### src/rtl/bgd_mul_fixp_pipe.sv
// Pipelined signed fixed-point multiplier: register operands, exact product, delay stages,
// then binary-point shift with optional rounding and wrap/saturate limiting.
module bgd_mul_fixp_pipe #(
  parameter int A_W        = 12,
  parameter int B_W        = 12,
  parameter int P_W        = 12,
  parameter int FRAC_SHIFT = 0,
  parameter int ROUND      = 0,
  parameter int SAT        = 0,
  parameter int NUM_STAGE  = 4
) (
  input  logic           clk,
  input  logic           reset_n,
  input  logic           ce,
  input  logic           in_valid,
  output logic           in_ready,
  input  logic [A_W-1:0] a,
  input  logic [B_W-1:0] b,
  output logic           out_valid,
  input  logic           out_ready,
  output logic [P_W-1:0] p,
  output logic           ovf
);

  localparam int FW     = A_W + B_W;
  localparam int DN     = NUM_STAGE - 2;
  localparam int RW     = FW + 1 + P_W;
  localparam int RND_SH = (FRAC_SHIFT > 0) ? FRAC_SHIFT - 1 : 0;
  localparam logic [FW:0] RND =
    (ROUND != 0 && FRAC_SHIFT > 0) ? ((FW + 1)'(1) << RND_SH) : '0;
  localparam logic signed [RW-1:0] P_MAX = {{(RW - P_W + 1){1'b0}}, {(P_W - 1){1'b1}}};
  localparam logic signed [RW-1:0] P_MIN = {{(RW - P_W + 1){1'b1}}, {(P_W - 1){1'b0}}};

  // Handshake: a/b are taken on any edge where in_valid & in_ready; p/ovf retire on any edge
  // where out_valid & out_ready. The whole pipe advances in lock-step (bubbles included), so
  // in_ready is simply "the pipe moves this edge": ce high and the output slot empty or leaving.
  logic adv;
  assign adv      = ce & (~out_valid | out_ready);
  assign in_ready = adv;

  logic signed [A_W-1:0] a_q;
  logic signed [B_W-1:0] b_q;
  logic                  v1_q;
  logic signed [FW-1:0]  prod_q [DN];
  logic [DN-1:0]         pv_q;

  logic signed [FW-1:0] a_x;
  logic signed [FW-1:0] b_x;
  logic signed [FW-1:0] mul;
  assign a_x = {{B_W{a_q[A_W-1]}}, a_q};
  assign b_x = {{A_W{b_q[B_W-1]}}, b_q};
  assign mul = a_x * b_x;

  // Output-stage arithmetic; the rounding add is one bit wider than the product so it cannot wrap.
  logic signed [FW-1:0] full;
  logic signed [FW:0]   sum;
  logic signed [FW:0]   r;
  logic signed [RW-1:0] r_w;
  logic [P_W-1:0]       lo;
  logic signed [RW-1:0] lo_x;
  logic                 wrap_ovf;
  logic [P_W-1:0]       p_nxt;
  logic                 ovf_nxt;

  assign full     = prod_q[DN-1];
  assign sum      = {full[FW-1], full} + RND;
  assign r        = sum >>> FRAC_SHIFT;
  assign r_w      = {{P_W{r[FW]}}, r};
  assign lo       = r_w[P_W-1:0];
  assign lo_x     = {{(RW - P_W){lo[P_W-1]}}, lo};
  assign wrap_ovf = (lo_x != r_w);

  always_comb begin
    p_nxt   = lo;
    ovf_nxt = wrap_ovf;
    if (SAT != 0) begin
      if (r_w > P_MAX) begin
        p_nxt   = P_MAX[P_W-1:0];
        ovf_nxt = 1'b1;
      end else if (r_w < P_MIN) begin
        p_nxt   = P_MIN[P_W-1:0];
        ovf_nxt = 1'b1;
      end else begin
        ovf_nxt = 1'b0;
      end
    end
  end

  always_ff @(posedge clk or negedge reset_n) begin
    if (!reset_n) begin
      a_q       <= '0;
      b_q       <= '0;
      v1_q      <= 1'b0;
      pv_q      <= '0;
      for (int i = 0; i < DN; i++) prod_q[i] <= '0;
      p         <= '0;
      ovf       <= 1'b0;
      out_valid <= 1'b0;
    end else if (adv) begin
      a_q       <= a;
      b_q       <= b;
      v1_q      <= in_valid;
      prod_q[0] <= mul;
      pv_q[0]   <= v1_q;
      for (int i = 1; i < DN; i++) begin
        prod_q[i] <= prod_q[i-1];
        pv_q[i]   <= pv_q[i-1];
      end
      p         <= p_nxt;
      ovf       <= ovf_nxt;
      out_valid <= pv_q[DN-1];
    end
  end

endmodule

### config.mk
export PLATFORM = sky130hd
export DESIGN_NAME = bgd_mul_fixp_pipe
export DESIGN_NICKNAME = d
export VERILOG_FILES = /design/src/rtl/bgd_mul_fixp_pipe.sv
export SDC_FILE = /design/constraint.sdc
export NUM_CORES = 1
export LEC_CHECK = 0
export CAP_MARGIN = 5
export CORE_UTILIZATION = 65
export CTS_CLUSTER_DIAMETER = 50
export DETAILED_ROUTE_END_ITERATION = 7
export PLACE_DENSITY_LB_ADDON = 0.2
export SYNTH_ARGS = -nofsm -noshare
export SYNTH_HDL_FRONTEND = slang
export SYNTH_SLANG_ARGS = --single-unit
export TNS_END_PERCENT = 10
### constraint.sdc
create_clock -name clk -period 8.9 [get_ports clk]
set_clock_uncertainty 0.1 [all_clocks]
set_input_delay 1.335 -clock clk [delete_from_list [all_inputs] [get_ports clk]]
set_output_delay 1.335 -clock clk [all_outputs]
set_load 0.02 [all_outputs]
# [Yosys cells after proc, flatten, opt, wreduce, memory -nomap -nowiden]
# Cells that the tools add are included.
[op_classes] n_mul=1 muxes=0 n_shift=0 magnitude_cmp=0 n_div=0 bitwise=3 reduce_logical=0 eq_ne=1 addsub=0
[op_table] op="12-bit by 12-bit multiplier with 24-bit output" count=1
[op_table] op="1-bit by 12-bit != test with 1-bit output" count=1
[op_table] op="1-bit bitwise AND" count=1
[op_table] op="1-bit inverter" count=1
[op_table] op="1-bit OR" count=1
[word_totals] romBits=0 mem_count=0 inputBits=29 ramBits=0 wordCells=14 ff_bits=89 latchBits=0 out_inout_bits=15

# [Depth between registers and ports, before layout]
# Gate-level depths: netlist (run 1).
[depth] depth_word=3 ltp_mapped=20

# [Least setup slack after synthesis (run 1)]
# Ideal clock, no wire load.
[synth_path] path_kind="register to register" from="register a_q[11]" to="register prod_q[46] (netlist bit)" slack_ns=3.883 required_time_ns=8.672 synth_period_minus_slack_ns=5.017 stages_incl_launch_ff=21 t_arrival_ns=4.790 cell_sequence="dfrtp_1 clkbuf_1 nand2_1 inv_1 fa_1 inv_1 fa_1 fa_1 inv_1 fa_1 inv_1 fa_1 inv_1 ha_1 a21oi_2 o22ai_1 a221oi_2 o21ai_2 o21ai_2 mux2i_1 o22ai_1"
[synth_between] elab_chain_len=1
[synth_lines] item="start, declared" line_no="41" source="logic signed [A_W-1:0] a_q;"
[synth_lines] item="start signal, assigned" line_no="91" source="a_q <= '0;"
[synth_lines] item="start signal, assigned" line_no="100" source="a_q <= a;"
[synth_lines] item="12-bit by 12-bit multiplier with 24-bit output" line_no="52" source="assign mul = a_x * b_x;"
[synth_lines] item="end signal, assigned by index" line_no="106" source="prod_q[i] <= prod_q[i-1];"
[synth_lines] item="end, declared" line_no="44" source="logic signed [FW-1:0] prod_q [DN];"
# No other way between the ends.
# A chain may end at the register's enable or synchronous reset.

# [Worst setup path after layout (run 1)]
[layout_path] from="register b_q[0]" to="register prod_q[47] (netlist bit)"
[layout_between] elab_chain_len=1
[layout_lines] item="start, declared" line_no="42" source="logic signed [B_W-1:0] b_q;"
[layout_lines] item="start signal, assigned" line_no="92" source="b_q <= '0;"
[layout_lines] item="start signal, assigned" line_no="101" source="b_q <= b;"
[layout_lines] item="12-bit by 12-bit multiplier with 24-bit output" line_no="52"
# No other way between the ends.

==> metrics.md, run 1 <==
| Metric | Value |
|---|---|
| Slew Limit Fails | `0` |
| First-pass GRT wire length | `31.3 mm` |
| Hold_buf cts | `0` |
| Largest net degree at the start of global routing | `83` |
| Max-cap violations | `0` |
| Clk Latency, worst-skew pair | `360 ps` |
| Critical path's top delay family | `adder cells` |
| Crit. End Element | `register` |
| Postcts setup bufs | `0` |
| Core Region | `0.0132 sq mm` |
| Peak per-stage delay on the critical path | `630 ps` |
| EDFF count, synth | `0` |
| F_max | `186 MHz` |
| Combinational family with the most area after synthesis | `adder cells` |
| TritonCTS clock tree | `built` |
| Top cells by count, synth | `318 x nand2_1, 167 x inv_1, 138 x fa_1, 89 x dfrtp_1, 51 x ha_1` |
| Synth Area in XOR/XNOR | `1.69%` |
| CP arrival | `5510 ps` |
| Reg clk slew, reported paths | `70 ps` |
| Run status | `finished, final reports clean` |
| Die Wd | `118 um` |
| Worst Tran Pin Value | `842 ps` |
| Share of cells above drive strength 1 | `3.57%` |
| Post-DP HPWL | `13.6 mm` |
| Critical path class | `register to register` |
| Slowest CP cell | `dfrtp_1` |
| Seq/Total Area, Yosys | `25.3%` |
| Worst hold path type | `register to register` |
| CP most frequent cell | `inv_1` |
| Total Routed Length | `18.1 mm` |
| DIE AREA | `0.0140 sq mm` |
| Die Ht | `118 um` |
| Yosys reg bits | `89` |
| Antenna Violating Nets Remaining | `0` |
| Post-synth top area share | `31.4%` |
| Hold Slack | `368 ps` |
| Crit path buffers/inverters | `5` |
| Post-synthesis cell area | `0.00880 sq mm` |
| Post-synth top flop | `dfrtp_1` |
| PortBufs | `43` |
| Synthesized net count | `1206` |
| # DRC | `0` |
| Layout Nets | `1220` |
| Routability Congestion | `0.895` |
| Ratio of final minimum period to clock period | `60.5%` |
| Post-layout min period | `5390 ps` |
| Ranking of synthesized cells by area | `fa_1 31%, dfrtp_1 25%, nand2_1 14%` |
| Relative slew slack | `43.9%` |
| Mux cell area share after synthesis | `0.114%` |
| Area of the multi-input gates | `0.00578 sq mm` |
| Critical Path RT | `9020 ps` |
| Synth Area in Compound Gates | `5.47%` |
| Total gr overflow | `0` |
| GRT Resource Usage Total | `28.7%` |
| Cell Chain, Critical Path | `nand2_1 -> fa_1 -> inv_1 -> ha_1 -> inv_1 -> fa_1 -> inv_1 -> fa_1 -> inv_1 -> fa_1 -> inv_1 -> ha_1 -> nand3_1 -> o22ai_1 -> nor2_2 -> a31oi_2 -> o22ai_2 -> xnor2_1 -> o21ai_1` |
| Starting DRT DRC Count | `414` |
| Distinct cells, synth | `47` |
| Row cnt | `42` |
| Clock sink count | `89` |
| Initial core utilization | `66.4%` |
| Antenna violations before repair | `0` |
| First-pass iteration count of the detailed router | `5` |
| Cts repair resizes | `0` |
| Root Buffer Master | `clkbuf_16` |
| Fraction of registers with async set/reset | `100%` |
| RSZ-0062 raised after global routing | `false` |
| Sequential Area | `0.00223 sq mm` |
| Final Hold Fails | `0` |
| TNS Setup | `0 ps` |
| Bufs on Longest Clock Path | `2` |
| Inserted Clock Buffers | `9` |
| Top cell type by total area after synthesis | `fa_1` |
| Vias in the first global route | `6798` |
| Yosys warnings | `0` |
| # diodes | `0` |
| WL/cell | `15.3 um` |
| Post-synthesis simple-gate area fraction | `19.7%` |
| Htree depth | `3` |
| Post-DR vias/cell | `5.40` |
| Number of setup violations in the final report | `0` |
| Layout area overhead | `9.37%` |
| Io pins | `44` |
| Mapped Cells | `988` |
| Mean Syn Cell Area | `8.91 sq um` |
| Most frequent cell after synthesis | `nand2_1` |
| Crit path max fanout | `13` |
| Via count | `6384` |
| Layout fillers | `984` |
| CP startpoint kind | `register` |
| Post-Synth Adder-Cell Area | `38.6%` |
## cell families after synthesis
logic type | after synthesis
AO/OA/AOI/OAI | 70
XOR/XNOR | 17
adder cells (fa/ha/maj) | 189
buffers and inverters | 211
flip-flops | 89
multiplexers | 1
AND/OR/NAND/NOR | 411
## metal layers
layer / up-vias / wire length (um) / share of wire (%) / global-route usage, %
met3: 47 / 610 / 3.4 / 4.01
met2: 149 / 9410 / 52 / 49.0
met5: - / 0 / 0 / 0
li1: 2978 / - / - / -
met1: 3210 / 7340 / 41 / 36.6
met4: 0 / 702 / 3.9 / 13.0
## through the flow
| stage | setup WS [ps] | util [%] | cells | area, sq um |
|---|---|---|---|---|
| 2_1_floorplan | 3880 | - | 988 | 8800 |
| 3_3_place_gp | 3660 | 70.3 | 1167 | 9310 |
| 3_5_place_dp | 3580 | 70.3 | 1167 | 9310 |
| 4_1_cts | 3520 | 72.7 | 1183 | 9620 |
| 5_1_grt | 3230 | 72.7 | 1183 | 9620 |
| 6_report | 3510 | 72.7 | 1183 | 9620 |
## cell type report
type	instances	share of cell area [%]
multi-input combinational	688	60.1
inverter	167	6.51
clock inverter	7	0.884
sequential	89	23.1
clock buffer	9	2.34
tap	176	2.29
timing repair buffer	47	4.76
## layout by cell type (no fill, tap or decap), types with 4 or more instances in the layout
| cell | count |
|---|---|
| inv_1 | 166 |
| ha_1 | 51 |
| nand2_1 | 318 |
| o21ai_0 | 15 |
| dfrtp_1 | 89 |
| fa_1 | 138 |
| nand4_1 | 6 |
| nand3_1 | 4 |
| nor2_1 | 21 |
| o21ai_1 | 8 |
| nand2b_1 | 5 |
| xnor2_1 | 14 |
| and2_1 | 41 |
| buf_4 | 5 |
| clkbuf_16 | 9 |
| clkdlybuf4s50_1 | 42 |
| a21oi_1 | 10 |
## sequential cells by signal, indices dropped and copies added, names as in the netlist
register,count
p,12
a_q,12
pv_q,2
v1_q,1
ovf,1
out_valid,1
prod_q,24
b_q,12
full,24
## worst paths after layout
check | start | end | slack (ps) | cells past startpoint
min in group asynchronous | reset_n | a_q[8] | 790 | 1
max | b_q[0] | prod_q[47] | 3510 | 19
max reg2reg | b_q[0] | prod_q[47] | 3510 | 19
min | prod_q[31] | full[7] | 370 | 2
max in group asynchronous | reset_n | full[0] | 6780 | 2
min reg2reg | prod_q[31] | full[7] | 370 | 2
## worst min-delay path, delay by kind of cell (launching register included)
kind / cells / cell delay (ps)
flops: 1 / 350
simple gates: 2 / 100
Power of run 1 is left out: the tool's default activity adds up to more than one toggle a clock period on the data nets, which glitch-free logic cannot reach.
==> run 2: changes to the inputs <==
--- a/config.mk
+++ b/config.mk
@@ -6,7 +6,7 @@
 export NUM_CORES = 1
 export LEC_CHECK = 0
 export CAP_MARGIN = 5
-export CORE_UTILIZATION = 65
+export CORE_UTILIZATION = 62
 export CTS_CLUSTER_DIAMETER = 50
 export DETAILED_ROUTE_END_ITERATION = 7
 export PLACE_DENSITY_LB_ADDON = 0.2
==> constraint.sdc (replaced) <==
create_clock -name clk -period 5 [get_ports clk]
set_clock_uncertainty 0.1 [all_clocks]
set_input_delay 0.75 -clock clk [delete_from_list [all_inputs] [get_ports clk]]
set_output_delay 0.75 -clock clk [all_outputs]
set_load 0.02 [all_outputs]
==> metrics.md, run 2 (synthesis gave the netlist of run 1 again) <==
| Metric | Value |
|---|---|
| Run status | `finished with violations` |
| Failing checks | `setup timing` |
| Worst setup margin | `-57.6 ps` |
| Critical path class | `register to register` |
| Total gr overflow | `0` |
| Antenna violations before repair | `0` |
| GRT Resource Usage Total | `28.9%` |
| Pre-CTS setup slack | `-40.8 ps` |
| RSZ-0062 raised after global routing | `true` |
| Core Region | `0.0139 sq mm` |
| Share of cells above drive strength 1 | `13.2%` |
| Layout fillers | `1010` |
| Row cnt | `43` |
| Critical path's top delay family | `adder cells` |
| Cell Chain, Critical Path | `buf_4 -> and2_1 -> fa_1 -> fa_1 -> fa_1 -> fa_1 -> inv_1 -> fa_1 -> inv_1 -> ha_4 -> a21oi_2 -> o22ai_4 -> a221oi_4 -> o21ai_4 -> o21ai_2 -> mux2i_1 -> o22ai_1` |
| Clock sink count | `89` |
| Peak per-stage delay on the critical path | `570 ps` |
| Slew Limit Fails | `0` |
| Slowest CP cell | `fa_1` |
| WL/cell | `15.8 um` |
| Routability Congestion | `0.899` |
| Inserted Clock Buffers | `9` |
| Clk Latency, worst-skew pair | `360 ps` |
| Final Hold Fails | `0` |
| # diodes | `0` |
| Critical Path RT | `5110 ps` |
| Relative slew slack | `43.3%` |
| Ratio of final minimum period to clock period | `101%` |
| Antenna Violating Nets Remaining | `0` |
| # DRC | `0` |
| Total Routed Length | `20.0 mm` |
| PortBufs | `43` |
| Post-DR vias/cell | `5.34` |
| CP most frequent cell | `fa_1` |
| Starting DRT DRC Count | `336` |
| Worst Tran Pin Value | `850 ps` |
| DIE AREA | `0.0147 sq mm` |
| Placement-stage cell area | `0.00983 sq mm` |
| Commonest non-fill, non-tap cells in the layout | `318 x nand2_1, 164 x inv_1, 138 x fa_1` |
| CP arrival | `5170 ps` |
| Htree depth | `3` |
| Layout area overhead | `18.5%` |
| Fin area | `0.0104 sq mm` |
| Most common cell after layout, fill and taps aside | `nand2_1` |
| TritonCTS clock tree | `built` |
| F_max | `198 MHz` |
| Worst hold path type | `input pin to asynchronous set/reset pin` |
| Bufs on Longest Clock Path | `2` |
| Reg clk slew, reported paths | `70 ps` |
| Number of setup violations in the final report | `1` |
| Die Wd | `121 um` |
| Crit. End Element | `register` |
| CP startpoint kind | `register` |
| Post-layout min period | `5060 ps` |
| First-pass GRT wire length | `32.2 mm` |
| Via count | `6745` |
| Initial core utilization | `63.4%` |
| Placed cell count | `1236` |
| Max-cap violations | `0` |
| Die Ht | `121 um` |
| Vias in the first global route | `6817` |
| Hold_buf cts | `0` |
| Crit path buffers/inverters | `3` |
| Post-DP HPWL | `14.7 mm` |
| Largest net degree at the start of global routing | `83` |
| Layout Nets | `1297` |
| Area of the multi-input gates | `0.00598 sq mm` |
| Sequential Area | `0.00224 sq mm` |
| Root Buffer Master | `clkbuf_16` |
| First-pass iteration count of the detailed router | `4` |
| Final cell count without fillers | `1263` |
| Crit path max fanout | `4` |
| Io pins | `44` |
-- run 2: what timing repair did --
item	CTS	global route
endpoints found under the setup margin	5	11
setup buffers	0	12
pin swaps	0	15
gates resized for setup	4	39
-- run 2: through the flow --
step	util [%]	hold WS (ps)	TNS (ps)
3_3_place_gp	70.8	347	0
5_1_grt	75.1	298	-1150
3_5_place_dp	70.8	356	-78.5
6_report	75.1	269	-57.6
2_1_floorplan	-	339	0
4_1_cts	73.0	284	-39.3
-- run 2: final cells by class --
| cell class | instances | area share, % |
|---|---|---|
| Clock buffer | 10 | 2.29 |
| Clock inverter | 5 | 0.372 |
| Inverter | 167 | 6.01 |
| Multi-Input combinational cell | 688 | 57.3 |
| Sequential cell | 89 | 21.5 |
| Tap cell | 180 | 2.16 |
| Timing Repair Buffer | 124 | 10.4 |
-- run 2: worst reg2reg max path, delay by kind of cell, from the launching register on --
kind                     cells  cell delay (ps)
AO/OA/AOI/OAI                6              990
adder cells (fa/ha/maj)      6             2780
buffers and inverters        3              280
flip-flops                   1              390
multiplexers                 1              240
AND/OR/NAND/NOR              1              170
-- run 2: path summary, 6_finish.rpt --
kind	slack [ps]	depth (start not counted)	to	from
worst min register to register	370	2	prod_q[24]	prod_q[24]
min in group clk	370	2	prod_q[24]	prod_q[24]
worst min-delay path	270	1	full[20]	reset_n
max in group asynchronous	3460	2	p[5]	reset_n
worst max-delay path	-60	17	prod_q[46]	a_q[4]
worst max register to register	-60	17	prod_q[46]	a_q[4]
-- run 2: metal layers --
layer  vias to the layer above  wire, um  track usage, %
li1                       3132         -               -
met1                      3407      8020            36.6
met2                       167     10700            50.6
met3                        39       765            4.65
met4                         0       510            9.34
met5                         -         0               0
Power of run 2 is left out for the same reason.
